`src/rtl/text_console_writer.sv`:
```
// text_console_writer
//   Writer side of the text-mode VRAM. Takes a byte stream (ASCII plus the
//   control codes BS/LF/FF/CR) over a valid/ready handshake and turns it into
//   registered VRAM writes at a tracked cursor. A row advance blanks the new
//   row; a form feed blanks the whole screen. Both clears run one cell per
//   cycle while char_ready is held low.
//   VRAM address layout matches the scan-out side: {row[4:0], column[6:0]}.
//
//   Optional build macro: TEXT_CONSOLE_CLEAR_ON_RESET_EN
//     defined   -> leaving reset starts a full-screen clear (busy resets to 1)
//     undefined -> leaving reset goes straight to IDLE, VRAM untouched
//
// Ports
//   clk, rst_n     clock (rising edge), asynchronous active-low reset
//   char_data      incoming byte
//   char_valid     char_data valid
//   char_ready     byte accepted on this cycle's rising edge if valid
//   vram_we        one-cycle write strobe (registered)
//   vram_address   {row, col} of the write (registered)
//   vram_data      glyph code of the write (registered)
//   cursor_row/col current cursor position
//   busy           clear in progress, always ~char_ready
module text_console_writer #(
    parameter int          DISPLAY_CHAR_WIDTH  = 80,
    parameter int          DISPLAY_CHAR_HEIGHT = 30,
    parameter logic [7:0]  BLANK_CHAR          = 8'h20
) (
    input  logic        clk,
    input  logic        rst_n,
    input  logic [7:0]  char_data,
    input  logic        char_valid,
    output logic        char_ready,
    output logic        vram_we,
    output logic [11:0] vram_address,
    output logic [7:0]  vram_data,
    output logic [4:0]  cursor_row,
    output logic [6:0]  cursor_col,
    output logic        busy
);

    typedef enum logic [1:0] {IDLE, CLR_ROW, CLR_ALL} state_t;

    localparam logic [6:0] LAST_COL = 7'(DISPLAY_CHAR_WIDTH - 1);
    localparam logic [4:0] LAST_ROW = 5'(DISPLAY_CHAR_HEIGHT - 1);

`ifdef TEXT_CONSOLE_CLEAR_ON_RESET_EN
    localparam state_t RESET_STATE = CLR_ALL;
`else
    localparam state_t RESET_STATE = IDLE;
`endif

    state_t     state, next_state;
    logic [6:0] clr_col;
    logic [4:0] clr_row;

    logic accept;
    logic is_bs, is_lf, is_ff, is_cr, is_print;
    logic at_last_col;
    logic clr_last_col, clr_last_cell;
    logic [4:0] row_adv;

    assign accept   = char_valid & char_ready;
    assign is_bs    = (char_data == 8'h08);
    assign is_lf    = (char_data == 8'h0A);
    assign is_ff    = (char_data == 8'h0C);
    assign is_cr    = (char_data == 8'h0D);
    assign is_print = ~(is_bs | is_lf | is_ff | is_cr);

    assign at_last_col   = (cursor_col == LAST_COL);
    assign row_adv       = (cursor_row == LAST_ROW) ? 5'd0 : cursor_row + 5'd1;
    assign clr_last_col  = (clr_col == LAST_COL);
    assign clr_last_cell = clr_last_col && (clr_row == LAST_ROW);

    // State register
    always_ff @(posedge clk or negedge rst_n) begin
        if (!rst_n) state <= RESET_STATE;
        else        state <= next_state;
    end

    // Next state
    always_comb begin
        next_state = state;
        case (state)
            IDLE: begin
                if (accept) begin
                    if (is_ff)                          next_state = CLR_ALL;
                    else if (is_lf)                     next_state = CLR_ROW;
                    else if (is_print && at_last_col)   next_state = CLR_ROW;
                end
            end
            CLR_ROW: if (clr_last_col)  next_state = IDLE;
            CLR_ALL: if (clr_last_cell) next_state = IDLE;
            default: next_state = IDLE;
        endcase
    end

    // State-decoded outputs
    always_comb begin
        char_ready = (state == IDLE);
        busy       = (state != IDLE);
    end

    // Cursor, clear counters and the registered VRAM write port
    always_ff @(posedge clk or negedge rst_n) begin
        if (!rst_n) begin
            cursor_row   <= 5'd0;
            cursor_col   <= 7'd0;
            clr_col      <= 7'd0;
            clr_row      <= 5'd0;
            vram_we      <= 1'b0;
            vram_address <= 12'd0;
            vram_data    <= 8'd0;
        end else begin
            vram_we <= 1'b0;
            case (state)
                IDLE: begin
                    // Counters always start a clear from column/row 0.
                    clr_col <= 7'd0;
                    clr_row <= 5'd0;
                    if (accept) begin
                        if (is_print) begin
                            vram_we      <= 1'b1;
                            vram_address <= {cursor_row, cursor_col};
                            vram_data    <= char_data;
                            if (at_last_col) begin
                                cursor_col <= 7'd0;
                                cursor_row <= row_adv;
                            end else begin
                                cursor_col <= cursor_col + 7'd1;
                            end
                        end else if (is_cr) begin
                            cursor_col <= 7'd0;
                        end else if (is_lf) begin
                            cursor_col <= 7'd0;
                            cursor_row <= row_adv;
                        end else if (is_bs) begin
                            if (cursor_col != 7'd0) begin
                                cursor_col   <= cursor_col - 7'd1;
                                vram_we      <= 1'b1;
                                vram_address <= {cursor_row, cursor_col - 7'd1};
                                vram_data    <= BLANK_CHAR;
                            end
                        end else begin
                            // Form feed: cursor homes now; the clear follows.
                            cursor_col <= 7'd0;
                            cursor_row <= 5'd0;
                        end
                    end
                end
                CLR_ROW: begin
                    // cursor_row already points at the row being blanked.
                    vram_we      <= 1'b1;
                    vram_address <= {cursor_row, clr_col};
                    vram_data    <= BLANK_CHAR;
                    clr_col      <= clr_last_col ? 7'd0 : clr_col + 7'd1;
                end
                CLR_ALL: begin
                    vram_we      <= 1'b1;
                    vram_address <= {clr_row, clr_col};
                    vram_data    <= BLANK_CHAR;
                    if (clr_last_col) begin
                        clr_col <= 7'd0;
                        clr_row <= (clr_row == LAST_ROW) ? 5'd0 : clr_row + 5'd1;
                    end else begin
                        clr_col <= clr_col + 7'd1;
                    end
                end
                default: ;
            endcase
        end
    end

endmodule

```
`config.mk`:
```
export PLATFORM = sky130hd
export DESIGN_NAME = text_console_writer
export DESIGN_NICKNAME = d
export VERILOG_FILES = /design/src/rtl/text_console_writer.sv
export SDC_FILE = /design/constraint.sdc
export NUM_CORES = 1
export LEC_CHECK = 0
export CAP_MARGIN = 20
export CORE_UTILIZATION = 49
export CTS_CLUSTER_DIAMETER = 50
export CTS_CLUSTER_SIZE = 14
export DETAILED_ROUTE_END_ITERATION = 16
export PLACE_DENSITY = 0.81
export SETUP_SLACK_MARGIN = 0.4
export SLEW_MARGIN = 30
export SYNTH_ARGS = -nofsm -noshare
export SYNTH_HDL_FRONTEND = slang
export SYNTH_SLANG_ARGS = --single-unit
```
`constraint.sdc`:
```
create_clock -name clk -period 2.6 [get_ports clk]
set_input_delay 0.65 -clock clk [delete_from_list [all_inputs] [get_ports clk]]
set_output_delay 0.65 -clock clk [all_outputs]
set_load 0.05 [all_outputs]
```
### Word-level counts from Yosys, hierarchy flattened

Cells that the tools add are included.

| operators by class | value |
|---|---|
| add/subtract/negate cells | 5 |
| eq/ne operators | 22 |
| multiplexer cells | 45 |
| bitwise gates (word level) | 5 |
| reductions and logical operators | 16 |

Operators with widths:

| cell | count |
|---|---|
| $mux 12 | 6 |
| $mux 7 | 7 |
| $mux 8 | 6 |
| $mux 5 | 8 |
| $pmux 12 s3 | 1 |
| $eq 8x4->1 const B | 4 |
| $pmux 8 s2 | 1 |
| $add 7x1->7 const B | 2 |
| $eq 7x7->1 const B | 2 |
| $pmux 7 s2 | 1 |
| $mux 2 | 6 |
| $ne 3x3->1 const B | 4 |
| $reduce_and 6->1 | 2 |
| $add 5x1->5 const B | 2 |
| $eq 5x5->1 const B | 2 |
| $pmux 5 s2 | 1 |
| $ne 2x2->1 const B | 4 |
| $reduce_bool 2->1 | 4 |
| $reduce_bool 7->1 | 1 |
| $sub 7x1->7 const B | 1 |
| $mux 1 | 6 |
| $pmux 2 s3 | 1 |
| $ne 5x4->1 const B | 1 |
| $reduce_and 5->1 | 1 |
| other kinds (16) | 19 |

| word-level totals | value |
|---|---|
| flip-flop bits (word level) | 47 |
| output and inout bits | 35 |
| word-level logic and storage cells | 101 |

### Longest topological paths before layout

Gate-level depths: netlist of run 1.

| logic depth | value |
|---|---|
| word-level depth | 11 |
| depth in mapped cells | 8 |
| depth with buffers taken out | 7 |

### Worst setup path after synthesis of run 1

Ideal clock, no wire load.

| timing path | value |
|---|---|
| kind | register -> register |
| start point | register cursor_col[0] |
| end point | register vram_address[4] |
| library setup time | 0.141 ns |
| arrival | 2.244 ns |
| required time | 2.459 ns |
| slack | 0.215 ns |
| stages on the path, launching flop included | 8 |
| buffers on the path | 1 |
| clock period less this slack | 2.385 ns |
| path through | dfrtp_1 inv_1 ha_1 or4b_1 o2111ai_1 a311oi_2 clkbuf_1 a31oi_1 |

| on the way | value |
|---|---|
| cells in the longest elaborated chain, start to end | 8 |
| elaborated cells on any way between the ends | 11 |
| those cells by class | 1 x add/sub; 1 x eq/ne; 7 x mux; 2 x reduce/logical |

RTL lines:

| item | line | RTL |
|---|---|---|
| from (decl) | 37 | `output logic [6:0] cursor_col,` |
| from (signal assigned) | 129 | `cursor_col <= cursor_col + 7'd1;` |
| from (signal assigned) | 138 | `cursor_col <= cursor_col - 7'd1;` |
| $sub 7x1->7 | 140 | `vram_address <= {cursor_row, cursor_col - 7'd1};` |
| $mux 12 | 137 | `if (cursor_col != 7'd0) begin` |
| $mux 12 | 136 | `end else if (is_bs) begin` |
| $mux 12 | 133 | `end else if (is_lf) begin` |
| $mux 12 | 131 | `end else if (is_cr) begin` |
| $mux 12 | 121 | `if (is_print) begin` |
| $mux 12 | 120 | `if (accept) begin` |
| $pmux 12 s3 | 115 | `case (state)` |
| to (signal assigned) | 123 | `vram_address <= {cursor_row, cursor_col};` |
| to (signal assigned) | 140 |  |
| to (signal assigned) | 153 | `vram_address <= {cursor_row, clr_col};` |
| to (decl) | 34 | `output logic [11:0] vram_address,` |

Parallel ways exist; a longest one is shown, timed or not. The select of a mux whose other input is x is not followed.
A chain may end at the register's enable or synchronous reset.

### Worst setup path after layout of run 1

| timing path | value |
|---|---|
| start point | register cursor_col[0] |
| end point | register vram_address[0] |

Same word-level chain as after synthesis.

==> results.yml, run 1 <==
status:
  status: "finished clean"
worst_setup_path:
  endpoint_kind: "register"
  critPathArrivalTime_ns: 2.39
  worst-path-max-fanout: 10
  r2r_start: "cursor_col[0]"
  crit_type: "reg2reg"
  r2r_cells: 9
  crit_slowest_cell: "dfrtp_2"
  slowest_delay_ns: 0.49
  regToRegSetupSlack_ns: 0.40
  critPathCapture: "vram_address[0]"
  path_cells: "inv_4, ha_4, or4b_4, o2111ai_4, a311oi_2, buf_4, buf_12, nor2_2, a21oi_1"
  worst_setup_path_start_kind: "register"
  cp_data_required_time_ns: 2.79
  crit_path_start: "cursor_col[0]"
  rr_endpoint: "vram_address[0]"
global_routing:
  grt_pass1_wl_um: 14300
  grt_use_total: 0.290
  overflow: 0
  grt_max_degree: 48
  grt_pass1_vias: 2948
  antenna_found_initial: 0
clock_network:
  clk_latency_ns: 0.30
  cts_buffers: 5
  hold_buffers: 0
  tritoncts: "yes"
  clkSlewWorstSetupHoldPaths_ns: 0.10
  clock-root-buffer: "clkbuf_8"
  clk_path_buf_depth: 2
  h-tree-depth: 2
  cts.sinks: 47
routing:
  wl_met1_um: 3740
  num_vias: 3131
  drc_errors: 0
  ant_nets: 0
  wl_met2_um: 4550
  routed_wirelength_um: 9350
  wl_per_cell_um: 18.9
  highest_layer: "met4"
  met3_length_um: 753
  first_pass_iters: 5
  dr.first_iter.drc_count: 325
  avgViaCountPerCell: 6.34
timing:
  finalCritPeriodShare: 0.848
  post-route-min-period_ns: 2.20
  tightest_slew_ns: 0.608
  rsz0062_at_grt: "yes"
  setup_violations: 0
  slew_violations: 0
  skew_ns: 0.00994
  finalHoldViolations: 0
  max_freq_ghz: 0.454
  slew_headroom: 0.595
placement:
  port_buffers: 45
  placedCellCount: 473
  hpwl_um: 5970
  gp_congestion: 0.938
  post_dp_cell_area_sq_um: 3720
logic_synthesis:
  yosys_warnings: 0
  synthArstFlopShare: 1.00
  synth_edf_count: 0
  syn_area_per_cell_sq_um: 8.78
  ys_seq_area_frac: 0.400
  yosys_most_used_dff: "dfrtp_1"
  synth_fp_nets: 359
  yosysUniqueCellTypes: 54
  ys_ff_latch: 47
  synthesis.area_sq_um: 2940
  syn_inst: 335
finish:
  final-seq-area_sq_um: 1180
  final_cell_mix: "47 x buf_4, 41 x dfrtp_1, 32 x nand2_1, 25 x nor2_1, 22 x clkdlybuf4s50_1"
  diodes: 0
  nNetsFinal: 445
  layout_commonest_cell: "buf_4"
  drive_gt1_frac: 0.268
  stdcell_area_sq_um: 4090
  syn_to_final_growth_pct: 39.2
  final.fill_count: 407
  finalNonFillerCells: 494
  multiInputGateArea_sq_um: 1820
floorplanning:
  dieArea_sq_um: 6310
  ios: 46
  fp.coreArea_sq_um: 5640
  die_h_um: 79.5
  die_width_um: 79.5
  rows: 27
  start_util: 0.521
power_and_ir_drop:
  ir_worst_vdd_v: 0.000795
  powerDensity_nw_per_um2: 1140
  cellLeakagePower_nw: 1.75
run:
  drv_cap: 0
hold_path:
  hp-class: "in2async"
==> per-layer routing <==
layer | global-route usage | up-vias
li1 | - | 1419
met1 | 0.386 | 1491
met2 | 0.470 | 184
met3 | 0.0571 | 37
met4 | 0.0945 | 0
met5 | 0 | -
==> sequential cells by signal (all words and copies together), names as in the netlist <==
name          count
clr_col           7
clr_row           5
cursor_col        7
cursor_row        5
state             2
vram_address     12
vram_data         8
vram_we           1
==> report_power, final <==
| part | internal (W) | total, W | leakage [nW] | switching (W) |
|---|---|---|---|---|
| sequential | 0.000979 | 0.00125 | 0.603 | 0.000275 |
| combinational | 0.000991 | 0.00282 | 1.09 | 0.00183 |
| clock | 0.000290 | 0.000569 | 0.0548 | 0.000279 |
| total | 0.00226 | 0.00465 | 1.75 | 0.00239 |
==> how the worst min path moves through the flow <==
| stage | startpoint | to | slack, ns | depth (start not counted) |
|---|---|---|---|---|
| global route | rst_n | clr_col[4] | 0.48 | 2 |
| finish | rst_n | clr_col[4] | 0.42 | 2 |
| detailed placement | vram_data[1] | vram_data[1] | 0.48 | 2 |
| floorplan | rst_n | clr_col[0] | 0.35 | 0 |
| global placement | vram_data[3] | vram_data[3] | 0.47 | 2 |
| CTS | rst_n | clr_col[4] | 0.45 | 2 |
==> cells in the mapped netlist, types with 2 or more instances <==
cell / instances / area [sq um]
a211oi_1: 2 / 15.0
a21o_1: 4 / 30.0
a21oi_1: 21 / 105
a22oi_1: 4 / 30.0
a31oi_1: 8 / 50.1
a32oi_1: 6 / 52.6
and3_1: 6 / 37.5
and4_1: 2 / 17.5
buf_2: 5 / 25.0
clkbuf_1: 11 / 41.3
dfrtp_1: 47 / 1180
ha_1: 13 / 163
inv_1: 15 / 56.3
mux2i_1: 4 / 40.0
nand2_1: 32 / 120
nand2b_1: 4 / 25.0
nand3_1: 13 / 65.1
nand4_1: 5 / 31.3
nand4b_1: 2 / 17.5
nor2_1: 32 / 120
nor2b_1: 8 / 50.1
nor3_1: 12 / 60.1
nor3b_1: 2 / 15.0
nor4b_1: 2 / 17.5
o211ai_1: 4 / 30.0
o21a_1: 2 / 15.0
o21ai_0: 14 / 70.1
o21ai_1: 8 / 40.0
o22ai_1: 2 / 12.5
o31ai_1: 9 / 67.6
o41ai_1: 5 / 43.8
or2_2: 3 / 18.8
or4_1: 5 / 37.5
or4b_1: 2 / 20.0
xor2_1: 2 / 17.5
==> through the flow <==
stage / setup WS (ns) / hold slack (ns) / util / power (W) / TNS (ns)
floorplan: 0.366 / 0.354 / - / 0.00295 / 0
global placement: -0.198 / 0.467 / 0.660 / 0.00376 / -2.74
detailed placement: -0.262 / 0.481 / 0.660 / 0.00382 / -3.80
CTS: 0.402 / 0.452 / 0.694 / 0.00438 / 0
global route: 0.344 / 0.475 / 0.726 / 0.00489 / 0
finish: 0.396 / 0.419 / 0.726 / 0.00465 / 0
==> final cells by class <==
cell class / count / area share
Sequential cell: 47 / 0.289
Tap cell: 72 / 0.0220
Clock inverter: 3 / 0.0113
Clock buffer: 5 / 0.0168
Multi-Input combinational cell: 257 / 0.444
Timing Repair Buffer: 95 / 0.203
Inverter: 15 / 0.0144
==> cells by family after synthesis <==
group | after synthesis | synth area share
simple gates | 138 | 0.253
compound gates | 98 | 0.223
flops | 47 | 0.400
buf+inv | 31 | 0.0417
fa+ha+maj | 13 | 0.0553
mux | 5 | 0.0174
xor+xnor | 3 | 0.00894
==> repair_timing <==
action / 4_1_cts / 5_1_grt
cloned: 0 / 1
pin swaps: 9 / 10
gates resized for setup: 35 / 38
endpoints found under the setup margin: 47 / 30
setup buffers: 5 / 7
==> critical path, delay by kind of cell, from the launching register on <==
kind	cells	cell delay, ns
buffers and inverters	3	0.43
AND/OR/NAND/NOR	2	0.59
flip-flops	1	0.49
adder cells (fa/ha/maj)	1	0.13
AO/OA/AOI/OAI	3	0.44
Power figures use the tool's default switching activity.
==> inputs of run 2 (changes only) <==
Clock period 2.6 ns to 2.2 ns, I/O delays scaled along.
==> results.yml, run 2 (synthesized netlist as in run 1, its figures left out) <==
placement:
  placedCellCount: 487
  gp_congestion: 0.946
  dpl_worst_slack_ns: -0.513
  port_buffers: 45
  hpwl_um: 6240
global_routing:
  grt_pass1_wl_um: 16400
  grt_pass1_vias: 3299
  antenna_found_initial: 0
  overflow: 0
  grt_use_total: 0.334
  grt_max_degree: 26
finish:
  diodes: 0
  finalNonFillerCells: 540
  syn_to_final_growth_pct: 64.8
  reg_top3: "vram_address (12), vram_data (8)"
  regMostFlops: "vram_address"
  final_util: 0.859
  final_cell_mix: "76 x buf_4, 37 x dfrtp_1, 24 x nor2_1, 22 x nand2_1, 20 x buf_6"
  drive_gt1_frac: 0.500
  largest_reg_flops: 12
  nNetsFinal: 491
  layout_commonest_cell: "buf_4"
timing:
  finalHoldViolations: 0
  skew_ns: 0.00526
  slew_headroom: 0.638
  slew_violations: 0
  rsz0062_at_grt: "yes"
  fin_ws_ns: -0.0261
  max_freq_ghz: 0.449
  setup_violations: 1
  tightest_slew_ns: 0.543
  finalCritPeriodShare: 1.01
  post-route-min-period_ns: 2.23
routing:
  ant_nets: 0
  first_pass_iters: 6
  num_vias: 3682
  drc_errors: 0
  routed_wirelength_um: 12200
  dr.first_iter.drc_count: 402
  wl_per_cell_um: 22.6
  avgViaCountPerCell: 6.82
worst_setup_path:
  worst-path-max-fanout: 5
  crit_slowest_cell: "nor3_1"
  crit_path_start: "char_data[4]"
  path_cells: "buf_6, buf_6, buf_6, nor4b_4, buf_4, nand3_1, buf_4, nor3_1, o21ai_1, a31oi_2"
  cp_common_cell: "buf_6"
  r2r_start: "cursor_col[0]"
  critPathArrivalTime_ns: 2.46
  cp_data_required_time_ns: 2.43
  worst_setup_path_start_kind: "input port"
  endpoint_kind: "register"
  crit_type: "in2reg"
  slowest_delay_ns: 0.27
floorplanning:
  start_util: 0.521
  dieArea_sq_um: 6310
  rows: 27
  fp.coreArea_sq_um: 5640
  die_h_um: 79.5
  ios: 46
  die_width_um: 79.5
power_and_ir_drop:
  switching_share: 0.516
  clkPwrFrac: 0.095
  seq_power_share: 0.223
  p_int_w: 0.00307
  p_comb_frac: 0.682
  power.switching_w: 0.00327
  powerDensity_nw_per_um2: 1310
  finalPower_w: 0.00635
  ir_worst_vdd_v: 0.00109
  cellLeakagePower_nw: 2.10
clock_network:
  h-tree-depth: 2
  cts.sinks: 47
  clock-root-buffer: "clkbuf_8"
  cts_buffers: 5
  tritoncts: "yes"
  hold_buffers: 0
  clk_path_buf_depth: 2
  clk_latency_ns: 0.31
  clkSlewWorstSetupHoldPaths_ns: 0.09
run:
  drv_cap: 0
status:
  status: "finished, violations left"
  violations: "negative setup slack"
hold_path:
  hp-class: "in2async"
[run 2: final cells by class]
type	count	area, sq um
inverters	15	58.8
clock inverters	1	7.51
flip-flops and latches	47	1190
fillers	278	797
repair buffers	140	1230
clock buffers	7	96.3
multi-input cells	258	2170
well taps	72	90.1
[run 2: repair_timing]
action,in CTS,in global routing
gates resized for setup,142,61
pin swaps,31,21
endpoints found under the setup margin,70,45
buffers inserted,31,10
cloned,3,1
[run 2: final timing paths]
check	endpoint	cells after the start	slack, ns
worst min register to register	vram_data[1]	2	0.49
min in group clk	vram_data[1]	2	0.49
max in group asynchronous	cursor_col[0]	2	1.38
worst min-delay path	clr_col[0]	1	0.21
worst max-delay path	vram_address[5]	10	-0.03
worst max register to register	vram_address[5]	6	0
[run 2: metal layers]
layer / vias up / track usage / share of wire
met4: 0 / 0.109 / 0.050
li1: 1512 / - / -
met5: - / 0 / 0
met2: 301 / 0.566 / 0.49
met1: 1781 / 0.441 / 0.37
met3: 88 / 0.0389 / 0.090
[run 2: power groups by stage]
stage | Sequential [W] | Clock [W] | Combinational, W
3_5_place_dp | 0.00143 | 0 | 0.00337
2_1_floorplan | 0.00223 | 0 | 0.00143
4_1_cts | 0.00137 | 0.000595 | 0.00385
3_3_place_gp | 0.00141 | 0 | 0.00332
6_report | 0.00141 | 0.000605 | 0.00433
5_1_grt | 0.00144 | 0.000639 | 0.00452
[run 2: critical path, delay by kind of cell]
family | cells | cell delay (ns)
buffers and inverters | 5 | 0.71
AOI/OAI and AO/OA | 2 | 0.42
and+or+nand+nor | 3 | 0.76
[run 2: through the flow]
| stage | hold slack (ns) | instance area [sq um] | setup TNS (ns) |
|---|---|---|---|
| 2_1_floorplan | 0.254 | 3090 | 0 |
| 3_3_place_gp | 0.461 | 3950 | -12.80 |
| 3_5_place_dp | 0.470 | 3950 | -13.31 |
| 4_1_cts | 0.228 | 4570 | 0 |
| 5_1_grt | 0.248 | 4840 | -0.156 |
| 6_report | 0.213 | 4840 | -0.0261 |
